## config.mk

```make
export PLATFORM = sky130hd
export DESIGN_NAME = vx_credit_tx_flat
export DESIGN_NICKNAME = d
export VERILOG_FILES = /design/src/rtl/vx_credit_tx_if.sv /design/src/rtl/vx_credit_tx.sv /design/src/flat_wrapper.sv
export SDC_FILE = /design/constraint.sdc
export NUM_CORES = 1
export LEC_CHECK = 0
export CORE_MARGIN = 3
export CORE_UTILIZATION = 42
export DETAILED_ROUTE_END_ITERATION = 8
export GPL_ROUTABILITY_DRIVEN = 0
export HOLD_SLACK_MARGIN = 0.03
export PLACE_DENSITY = 0.85
export SLEW_MARGIN = 5
export SYNTH_ARGS = -nofsm -noshare
export SYNTH_HDL_FRONTEND = slang
export SYNTH_SLANG_ARGS = --single-unit
```

## constraint.sdc

```tcl
create_clock -name clk -period 2.9 [get_ports clk]
set_input_delay 0.435 -clock clk [delete_from_list [all_inputs] [get_ports clk]]
set_output_delay 0.435 -clock clk [all_outputs]
set_load 0.01 [all_outputs]
```

## src/rtl/vx_credit_tx_if.sv

```systemverilog
// Flit/credit bundle between an upstream producer and the credit-based transmitter.
// The master side feeds flits and credit returns; the slave side is the transmitter.
interface vx_credit_tx_if #(
  parameter int unsigned DATAW   = 32,
  parameter int unsigned CREDITW = 3
);

  logic               in_valid;
  logic [DATAW-1:0]   in_data;
  logic               in_ready;
  logic               out_valid;
  logic [DATAW-1:0]   out_data;
  logic               crd_ret;
  logic [CREDITW-1:0] credits;
  logic               idle;
  logic               err;

  modport master (
    output in_valid,
    output in_data,
    input  in_ready,
    input  out_valid,
    input  out_data,
    output crd_ret,
    input  credits,
    input  idle,
    input  err
  );

  modport slave (
    input  in_valid,
    input  in_data,
    output in_ready,
    output out_valid,
    output out_data,
    input  crd_ret,
    output credits,
    output idle,
    output err
  );

endinterface

```

## src/rtl/vx_credit_tx.sv

```systemverilog
// Credit-based flit transmitter: accepts a flit while a receiver credit is available,
// emits it one cycle later as a single-cycle pulse, and tracks credits returned by the
// receiver. A credit returned while all credits are already home is a sticky error.
module vx_credit_tx #(
  parameter int unsigned DATAW   = 32,
  parameter int unsigned CREDITS = 4,
  parameter int unsigned CREDITW = $clog2(CREDITS + 1)
) (
  input logic           clk,
  input logic           reset,
  vx_credit_tx_if.slave bus
);

  localparam logic [CREDITW-1:0] MaxCredits = CREDITW'(CREDITS);
  localparam logic [CREDITW-1:0] OneCredit  = CREDITW'(1);

  if (CREDITS < 1 || CREDITS > 255) begin : g_bad_credits
    $error("vx_credit_tx: CREDITS must be in 1..255");
  end

  logic [CREDITW-1:0] credits_q, credits_d;
  logic               valid_q, valid_d;
  logic [DATAW-1:0]   data_q, data_d;
  logic               err_q, err_d;
  logic               idle_q, idle_d;

  logic ready;
  logic accept;
  logic overflow;

  // Ready comes only from the credit register; a credit returned this cycle is not
  // usable until it has been registered. Reset holds ready low.
  assign ready  = (credits_q != '0) && !reset;
  assign accept = bus.in_valid && ready;

  // Next-state: credit accounting, output register load and sticky error.
  always_comb begin
    credits_d = credits_q;
    overflow  = 1'b0;
    case ({accept, bus.crd_ret})
      2'b10: credits_d = credits_q - OneCredit;
      2'b01: begin
        // Saturate instead of wrapping; the extra return is flagged as an error.
        if (credits_q == MaxCredits) begin
          overflow = 1'b1;
        end else begin
          credits_d = credits_q + OneCredit;
        end
      end
      // Accept plus return cancels out, even with all credits home.
      default: credits_d = credits_q;
    endcase

    valid_d = accept;
    data_d  = accept ? bus.in_data : data_q;
    err_d   = err_q || overflow;
    idle_d  = (credits_d == MaxCredits) && !valid_d;
  end

  // State registers with synchronous, active-high reset.
  always_ff @(posedge clk) begin
    if (reset) begin
      credits_q <= MaxCredits;
      valid_q   <= 1'b0;
      data_q    <= '0;
      err_q     <= 1'b0;
      idle_q    <= 1'b1;
    end else begin
      credits_q <= credits_d;
      valid_q   <= valid_d;
      data_q    <= data_d;
      err_q     <= err_d;
      idle_q    <= idle_d;
    end
  end

  // Outputs are the registers, forced to their reset values while reset is high so
  // that a flit registered just before reset is dropped in the reset cycle itself.
  assign bus.in_ready  = ready;
  assign bus.out_valid = valid_q && !reset;
  assign bus.out_data  = reset ? '0 : data_q;
  assign bus.credits   = reset ? MaxCredits : credits_q;
  assign bus.err       = err_q && !reset;
  assign bus.idle      = idle_q || reset;

  // A credit returned with nothing outstanding indicates a receiver protocol bug.
  a_no_credit_overflow : assert property (@(posedge clk) disable iff (reset) !overflow)
    else $warning("vx_credit_tx: credit returned while all credits were home");

  // The credit register must never exceed the receiver depth.
  a_credits_in_range : assert property (@(posedge clk) disable iff (reset)
    credits_q <= MaxCredits);

  // Accepting at zero credits would overrun the receiver buffer.
  a_no_accept_at_zero : assert property (@(posedge clk) disable iff (reset)
    !(accept && credits_q == '0));

endmodule

```

## src/flat_wrapper.sv

```systemverilog
// flat-port wrapper written by rule: the top's interface ports become plain ports
module vx_credit_tx_flat 
#(
  parameter int unsigned DATAW   = 32,
  parameter int unsigned CREDITS = 4,
  parameter int unsigned CREDITW = $clog2(CREDITS + 1)
)
  (clk, reset, bus_in_valid, bus_in_data, bus_in_ready, bus_out_valid, bus_out_data, bus_crd_ret, bus_credits, bus_idle, bus_err);
  vx_credit_tx_if #(.DATAW(DATAW), .CREDITW(CREDITW)) bus_i ();
  input logic clk;
  input logic reset;
  input wire logic [$bits(bus_i.in_valid)-1:0] bus_in_valid;
  input wire logic [$bits(bus_i.in_data)-1:0] bus_in_data;
  output wire logic [$bits(bus_i.in_ready)-1:0] bus_in_ready;
  output wire logic [$bits(bus_i.out_valid)-1:0] bus_out_valid;
  output wire logic [$bits(bus_i.out_data)-1:0] bus_out_data;
  input wire logic [$bits(bus_i.crd_ret)-1:0] bus_crd_ret;
  output wire logic [$bits(bus_i.credits)-1:0] bus_credits;
  output wire logic [$bits(bus_i.idle)-1:0] bus_idle;
  output wire logic [$bits(bus_i.err)-1:0] bus_err;
  assign bus_i.in_valid = bus_in_valid;
  assign bus_i.in_data = bus_in_data;
  assign bus_in_ready = bus_i.in_ready;
  assign bus_out_valid = bus_i.out_valid;
  assign bus_out_data = bus_i.out_data;
  assign bus_i.crd_ret = bus_crd_ret;
  assign bus_credits = bus_i.credits;
  assign bus_idle = bus_i.idle;
  assign bus_err = bus_i.err;
  vx_credit_tx #(.DATAW(DATAW), .CREDITS(CREDITS), .CREDITW(CREDITW)) u_core (.clk(clk), .reset(reset), .bus(bus_i));
endmodule
```

==> results by stage, run 1 <==
Worst setup path:
- The launch point of the worst path is reset.
- The setup slack of the most critical reg-to-reg path is 660 ps.
- In this run the worst path has a maximum fanout of 23.
- The critical path class is primary input to primary output.
- STA classifies the critical path startpoint as a primary input.
- The critical path data required time is 2470 ps.
- The worst register-to-register path begins at u_core.credits_q[0].
- STA classifies the critical path endpoint as a primary output.
- The data arrival time of the worst path is between 1500 and 2000 ps.

Synth:
- The number of enable-type register cells in the synthesized netlist is 0.
- dfxtp_1 is the most common cell in the netlist.
- Counting flops with an async set or reset pin after synthesis yields a share of 0.
- The leading area contributor after synthesis is dfxtp_1.
- The mapped netlist covers about 1800 µm².
- The post-synthesis register bit count is 38.
- The average instance area after synthesis is around 12 µm².
- The Yosys step of the flow raised 0 warnings.
- The net count after synthesis is 191.
- In the post-synthesis netlist, the biggest area contributors are dfxtp_1 (43%), mux2_4 (22%), nor2b_1 (7.4%), and2b_1 (5.9%), mux2_2 (3.8%).
- In the synthesized netlist the dominant register cell turns out to be dfxtp_1.
- After synthesis, the most frequently instantiated cells are dfxtp_1 (38), mux2_4 (26), nor2b_1 (21).
- The synthesized instance count is 150.
- The share of the Yosys chip area taken by registers is 0.430.
- Yosys mapped the design onto 28 distinct sky130hd cell types.
- The share of Yosys cell area claimed by the top area cell type is 0.430.

Clocking:
- The number of gates resized after cts is 0.
- The clock-pin slew on the worst setup and hold paths is 70 ps.
- The number of buffers created by CTS is 5.
- The H-tree generated during clock tree synthesis spans 2 levels.
- The number of sinks driven by the clock tree is 38.
- Counting along the longest clock path gives a buffer depth of 2.
- The library cell used as clock root buffer is clkbuf_8.
- The number of hold buffers added after CTS is 0.
- The number of setup buffers added after CTS is 0.
- The source-to-sink clock delay at the later pin of the worst-skew pair is 280 ps.
- The TritonCTS clock tree is built.

Pwr:
- The leakage power is 1.21 nW.
- For this design the ratio of total power to cell area is about 480 nW/µm².
- The worst-case IR drop observed on VDD is 0.000371 V.

Timing:
- Of the available clock period, the critical path in the final layout requires 0.825.
- The clock period minus final worst setup slack is 2390 ps.
- The clock skew is 8.30 ps.
- Based on the critical path, the design can be clocked at up to 418 MHz.
- The number of endpoints failing setup at the final stage is 0.
- The count of endpoints failing hold in the final timing report is 0.
- Summed over all failing endpoints, the final setup total negative slack is 0 ps.
- The number of pins exceeding their max-slew limit in the final report is 0.
- For the pin with the worst max-slew slack, the measured transition is between 300 and 400 ps.
- Setup repair after global routing left no endpoint under its margin.
- Setup slack closes at just over 500 ps.
- The remaining max-slew budget at the tightest pin is 0.752.

Cells and area:
- The net count of the finished layout is 269.
- Summing all multi-input logic gate instances after layout gives 930 µm².
- The area occupied by registers is 761 µm².
- The diode insertion count for antenna repair is 0.
- The count of placed standard cells in the final layout, fillers left out is 277.
- Of the cells placed in the final design, the portion with a size suffix greater than 1 is 0.218.
- The count of fill cells added during filler insertion is approximately 320.
- The layout overhead on the synthesized area is 50.2%.

GRT:
- The number of global-route vias before repair is 1272.
- Across every metal layer, demand over resource in global routing totals 0.144.
- The initial antenna violation count is 0.
- The sum of overflow across all layers after global routing is 0.
- The wire length of the first global-routing pass is around 5800 µm.
- The maximum number of pins on one net before global-route repair is 24.

Routing:
- The first routing iteration left 42 violations.
- Dividing the detail-routed wire length by the instance count gives 12.9 µm.
- The first TritonRoute pass finished after 4 iterations.
- For this block, the via count after detailed routing is 1277.
- For this run, design rule violations remaining after detail routing come to 0.
- After detailed routing, the number of vias per cell comes to 4.61.
- The total wirelength of the detailed-routed design is 3580 µm.
- The post-detailed-route count of antenna-violating nets is 0.

Run status:
- The run finished with clean final reports.

Placement:
- Before CTS, the worst setup slack after placement is just under 500 ps.
- The count of buffers added on input and output ports is 74.
- The post-DP HPWL is 2710 µm.
- The count of placed standard cells including taps is between 200 and 300.

Min path:
- The path class of the tightest hold or removal check is flop to flop.
- The worst min-delay path startpoint is u_core.err_q.

Floorplan:
- The die is between 70 and 80 µm wide.
- The total core area is roughly 3900 µm².
- The die extent in y is 70.9 µm.
- 75 I/O pins were placed.
- The initialized floorplan defines 22 standard-cell rows.
- For this configuration, the core starts out at a cell density of 0.459.
- The total die area is 5020 µm².

Run:
- Across the run, the number of max-cap violations was 0.
critical path, stage by stage:
cell	delay, ps
clkdlybuf4s50_1	540
buf_4	260
and2b_1	230
clkdlybuf4s50_1	480
per-layer routing:
layer / vias to the layer above / routed length (µm) / GRT usage
met5: - / 0 / 0
met4: 0 / 25 / 0.0376
met3: 4 / 257 / 0.0554
met2: 52 / 1590 / 0.222
met1: 566 / 1700 / 0.188
li1: 655 / - / -
final cells by class:
type,instances,area share
tap,48,0.0226
multi-input combinational,98,0.350
clock inverter,3,0.0151
inverter,7,0.00989
sequential,38,0.286
timing repair buffer,78,0.290
clock buffer,5,0.0259
registers in the layout, indices dropped and copies added, names as in the netlist:
| name | flops |
|---|---|
| u_core.valid_q | 1 |
| u_core.err_q | 1 |
| u_core.data_q | 32 |
| u_core.idle_q | 1 |
| u_core.credits_q | 3 |
cell families (layout without fill, tap and decap cells):
group                      Yosys count  count (layout)  synth area share
and+or+nand+nor                     51              51             0.183
DFF                                 38              38             0.430
muxes                               32              32             0.259
AOI/OAI and AO/OA                   10              10            0.0481
buffers and inverters               14              93            0.0439
adders and majority gates            5               5            0.0354
worst paths after layout:
| path | to | cells after the start |
|---|---|---|
| worst max-delay path | bus_out_data[11] | 4 |
| worst min-delay path | u_core.err_q | 2 |
| worst max register to register | u_core.credits_q[2] | 9 |
| worst min register to register | u_core.err_q | 2 |
placed cells by master, fill, tap and decap left out, drive strengths merged, types with 2 or more instances in the layout:
| cell | n |
|---|---|
| nor2 | 6 |
| ha | 5 |
| and3 | 2 |
| nand2 | 2 |
| and2b | 14 |
| mux2 | 32 |
| clkbuf | 5 |
| nor2b | 21 |
| inv | 7 |
| buf | 4 |
| a21oi | 3 |
| clkinv | 2 |
| clkdlybuf4s50 | 74 |
| dfxtp | 38 |
| or2 | 3 |
where the power goes:
| group | internal, mW | switching (mW) |
|---|---|---|
| clock network | 0.253 | 0.177 |
| registers | 0.565 | 0.0115 |
| logic | 0.173 | 0.0963 |
stage by stage:
stage | utilization | area, µm² | total power [mW] | hold slack, ps
floorplan | - | 1770 | 0.739 | 432
global placement | 0.661 | 2550 | 0.856 | 444
detailed placement | 0.661 | 2550 | 0.860 | 461
CTS | 0.689 | 2660 | 1.29 | 478
global route | 0.689 | 2660 | 1.33 | 500
finish | 0.689 | 2660 | 1.28 | 471
Note: power is estimated with default switching activity, not from simulation.
==> inputs of run 2 (changes only) <==
==> constraint.sdc (replaced) <==
create_clock -name clk -period 2.4 [get_ports clk]
set_input_delay 0.36 -clock clk [delete_from_list [all_inputs] [get_ports clk]]
set_output_delay 0.36 -clock clk [all_outputs]
set_load 0.01 [all_outputs]
==> run 2 against run 1 <==
- non-clock buffer count increased by 1
- count of clock-buffer cells in the layout increased by 2
- design area increased by 0.19%
- final cell count increased by 0.36%
- clock power increased by 21%
- critical path depth unchanged
- register-to-register slack got worse by 430 ps
- wire length increased by 1.0%
- clock skew decreased by 4.9 ps
- hold slack improved by 32 ps
- first-iteration DRC count increased by 4.8%
- critical path type unchanged
- largest power group unchanged
==> results by stage, run 2 (synthesized netlist as in run 1, its figures left out) <==
Run status:
- The flow ran to the end, and the final reports show no timing, DRC or antenna violations.

Cells and area:
- The fraction of layout cells with a size suffix above 1 is 0.213.
- The number of flip-flops under the largest register name is 32.
- In the final layout, the registers with the most flip-flops are u_core.data_q (32), u_core.credits_q (3).
- From synthesis to final layout, the design area changed by 50.5%.
- Leaving out filler cells and counting taps, the final layout contains 278.
- The repair_antennas step left the layout with diodes totalling 0.
- In the layout the commonest cells are clkdlybuf4s50_1 (74), dfxtp_1 (38), mux2_4 (26).
- Counting flops per register, the top entry is u_core.data_q.
- The share of the core filled with cells in the final layout is 0.691.
- The finished cells cover 2660 µm².
- The most common cell after layout, fill and taps aside is clkdlybuf4s50_1.
- In the final design database the tool counted 270 nets.

Placement:
- The pre-CTS worst setup slack is 101 ps.
- The number of I/O port buffers is 74.
- The post-DP HPWL is 2730 µm.
- The count of placed standard cells including taps is 270.
- The placed cell area is 2550 µm².

Worst setup path:
- The type of element capturing the critical path is a primary output.
- The critical path class is primary input to primary output.
- The startpoint type of the worst setup path is a primary input.
- For the worst setup path, the data arrival time is 1910 ps.
- STA puts the critical path data required time at about 2000 ps.
- The largest fanout of any net on the critical path is 28.

Clocking:
- The number of sinks driven by the clock tree is 38.
- The number of gates resized after cts is 0.
- The clock-pin slew on the worst setup and hold paths is 70 ps.
- Buffers inserted to repair hold after CTS numbered 0.
- The source-to-sink clock delay at the later pin of the worst-skew pair is 290 ps.
- Counting along the longest clock path gives a buffer depth of 2.
- The library cell used as clock root buffer is clkbuf_8.
- The TritonCTS clock tree is built.
- The number of buffers created by CTS is 5.
- The number of H-tree branching levels is 2.
- Once the clock tree was built, the setup fixing pass inserted 0 buffers.

Timing:
- Setup repair after global routing left no endpoint under its margin.
- The number of pins exceeding their max-slew limit in the final report is 0.
- Adding up every negative setup slack in the final design gives 0 ps.
- The final worst-path cycle share is 0.947.
- After layout, the worst setup slack is 127 ps.
- Setup violations remaining at the end of the flow were counted as 0.
- In this run the tightest slew margin relative to its limit is 0.738.
- The clock skew is about 3.4 ps.
- Subtracting the final worst setup slack from the clock period gives approximately 2300 ps.
- The count of endpoints failing hold in the final timing report was 0.
- For this run, the top clock speed supported by timing is ~440 MHz.
- At the pin with the least slew margin, the transition time is 393 ps.

Pwr:
- The analysis attributes to cell leakage a power of 1.21 nW.
- For this design the ratio of total power to cell area is 581 nW/µm².
- The peak supply drop is 0.000432 V.

Floorplan:
- Pin placement for this block handled 75 I/O pins.
- The total die area is between 5000 and 6000 µm².
- The width of the chip is 70.9 µm.
- In this run the core area contains 22 standard-cell rows.
- The initial core utilization is 0.459.
- The die extent in y is 70.9 µm.
- The core region is approximately 3900 µm².

Routing:
- The average vias per placed instance is 4.66.
- For this run, design rule violations remaining after detail routing come to 0.
- Summed over all layers, the routed wires come to 3610 µm.
- The via count of the routed design is 1296.
- The count of routing violations after the opening detailed-route iteration is 44.
- The detail route stage leaves a number of antenna-violating nets equal to 0.
- The average wire per cell in the routed design is 13.0 µm.
- The first detailed-routing pass ran for 4 iterations.

GRT:
- The maximum number of pins on one net before global-route repair is 29.
- The number of global-route vias before repair is 1301.
- The sum of overflow across all layers after global routing is 0.
- The total routing resource utilization after global routing is 0.148.
- The first global-routing pass estimated 5960 µm of wire.
- The initial antenna violation count is 0.

Min path:
- The class of the tightest hold or removal check is flop to flop.

Run:
- The tool flagged a number of max-cap violations equal to 0.
==> run 2: report_power, final <==
part,internal [mW],switching [mW],total [mW]
clock network,0.311,0.209,0.520
registers,0.682,0.0136,0.696
logic,0.212,0.118,0.329
total,1.20,0.341,1.55
==> run 2: path summary, 6_finish.rpt <==
path	from	end	slack, ps	cells after the start
worst max-delay path	reset	bus_out_data[16]	130	4
worst min-delay path	u_core.err_q	u_core.err_q	500	2
worst max register to register	u_core.credits_q[0]	u_core.credits_q[2]	230	9
worst min register to register	u_core.err_q	u_core.err_q	500	2
==> run 2: layer usage <==
layer  global-route usage  vias to the layer above  share of wire
met1                0.187                      581           0.45
met2                0.235                       55           0.45
met5                    0                        -              0
li1                     -                      653              -
met4               0.0376                        0          0.010
met3               0.0625                        7          0.093
==> run 2: critical path, stage by stage <==
cell and delay [ps]:
clkdlybuf4s50_1 550, buf_4 290, and2b_1 230, clkdlybuf4s50_1 470
==> run 2: final cells by class <==
cell class | count | area [µm²]
repair buffers | 79 | 778
multi-input cells | 98 | 930
fillers | 295 | 1190
clock inverters | 1 | 30.0
inverters | 7 | 26.3
well taps | 48 | 60.1
clock buffers | 7 | 76.3
flip-flops and latches | 38 | 761
==> run 2: metrics by stage <==
stage / hold WS, ps / power [mW]
3_3_place_gp: 451 / 1.04
4_1_cts: 506 / 1.57
5_1_grt: 517 / 1.62
6_report: 503 / 1.55
2_1_floorplan: 432 / 0.892
3_5_place_dp: 472 / 1.04
==> inputs of run 3 (changes only) <==
--- a/config.mk
+++ b/config.mk
@@ -11,7 +11,7 @@
 export GPL_ROUTABILITY_DRIVEN = 0
 export HOLD_SLACK_MARGIN = 0.03
 export PLACE_DENSITY = 0.85
-export SLEW_MARGIN = 5
+export SLEW_MARGIN = 0
 export SYNTH_ARGS = -nofsm -noshare
 export SYNTH_HDL_FRONTEND = slang
 export SYNTH_SLANG_ARGS = --single-unit
==> results of run 3 <==
The final DEF is identical to that of run 2; final timing and power are the same.
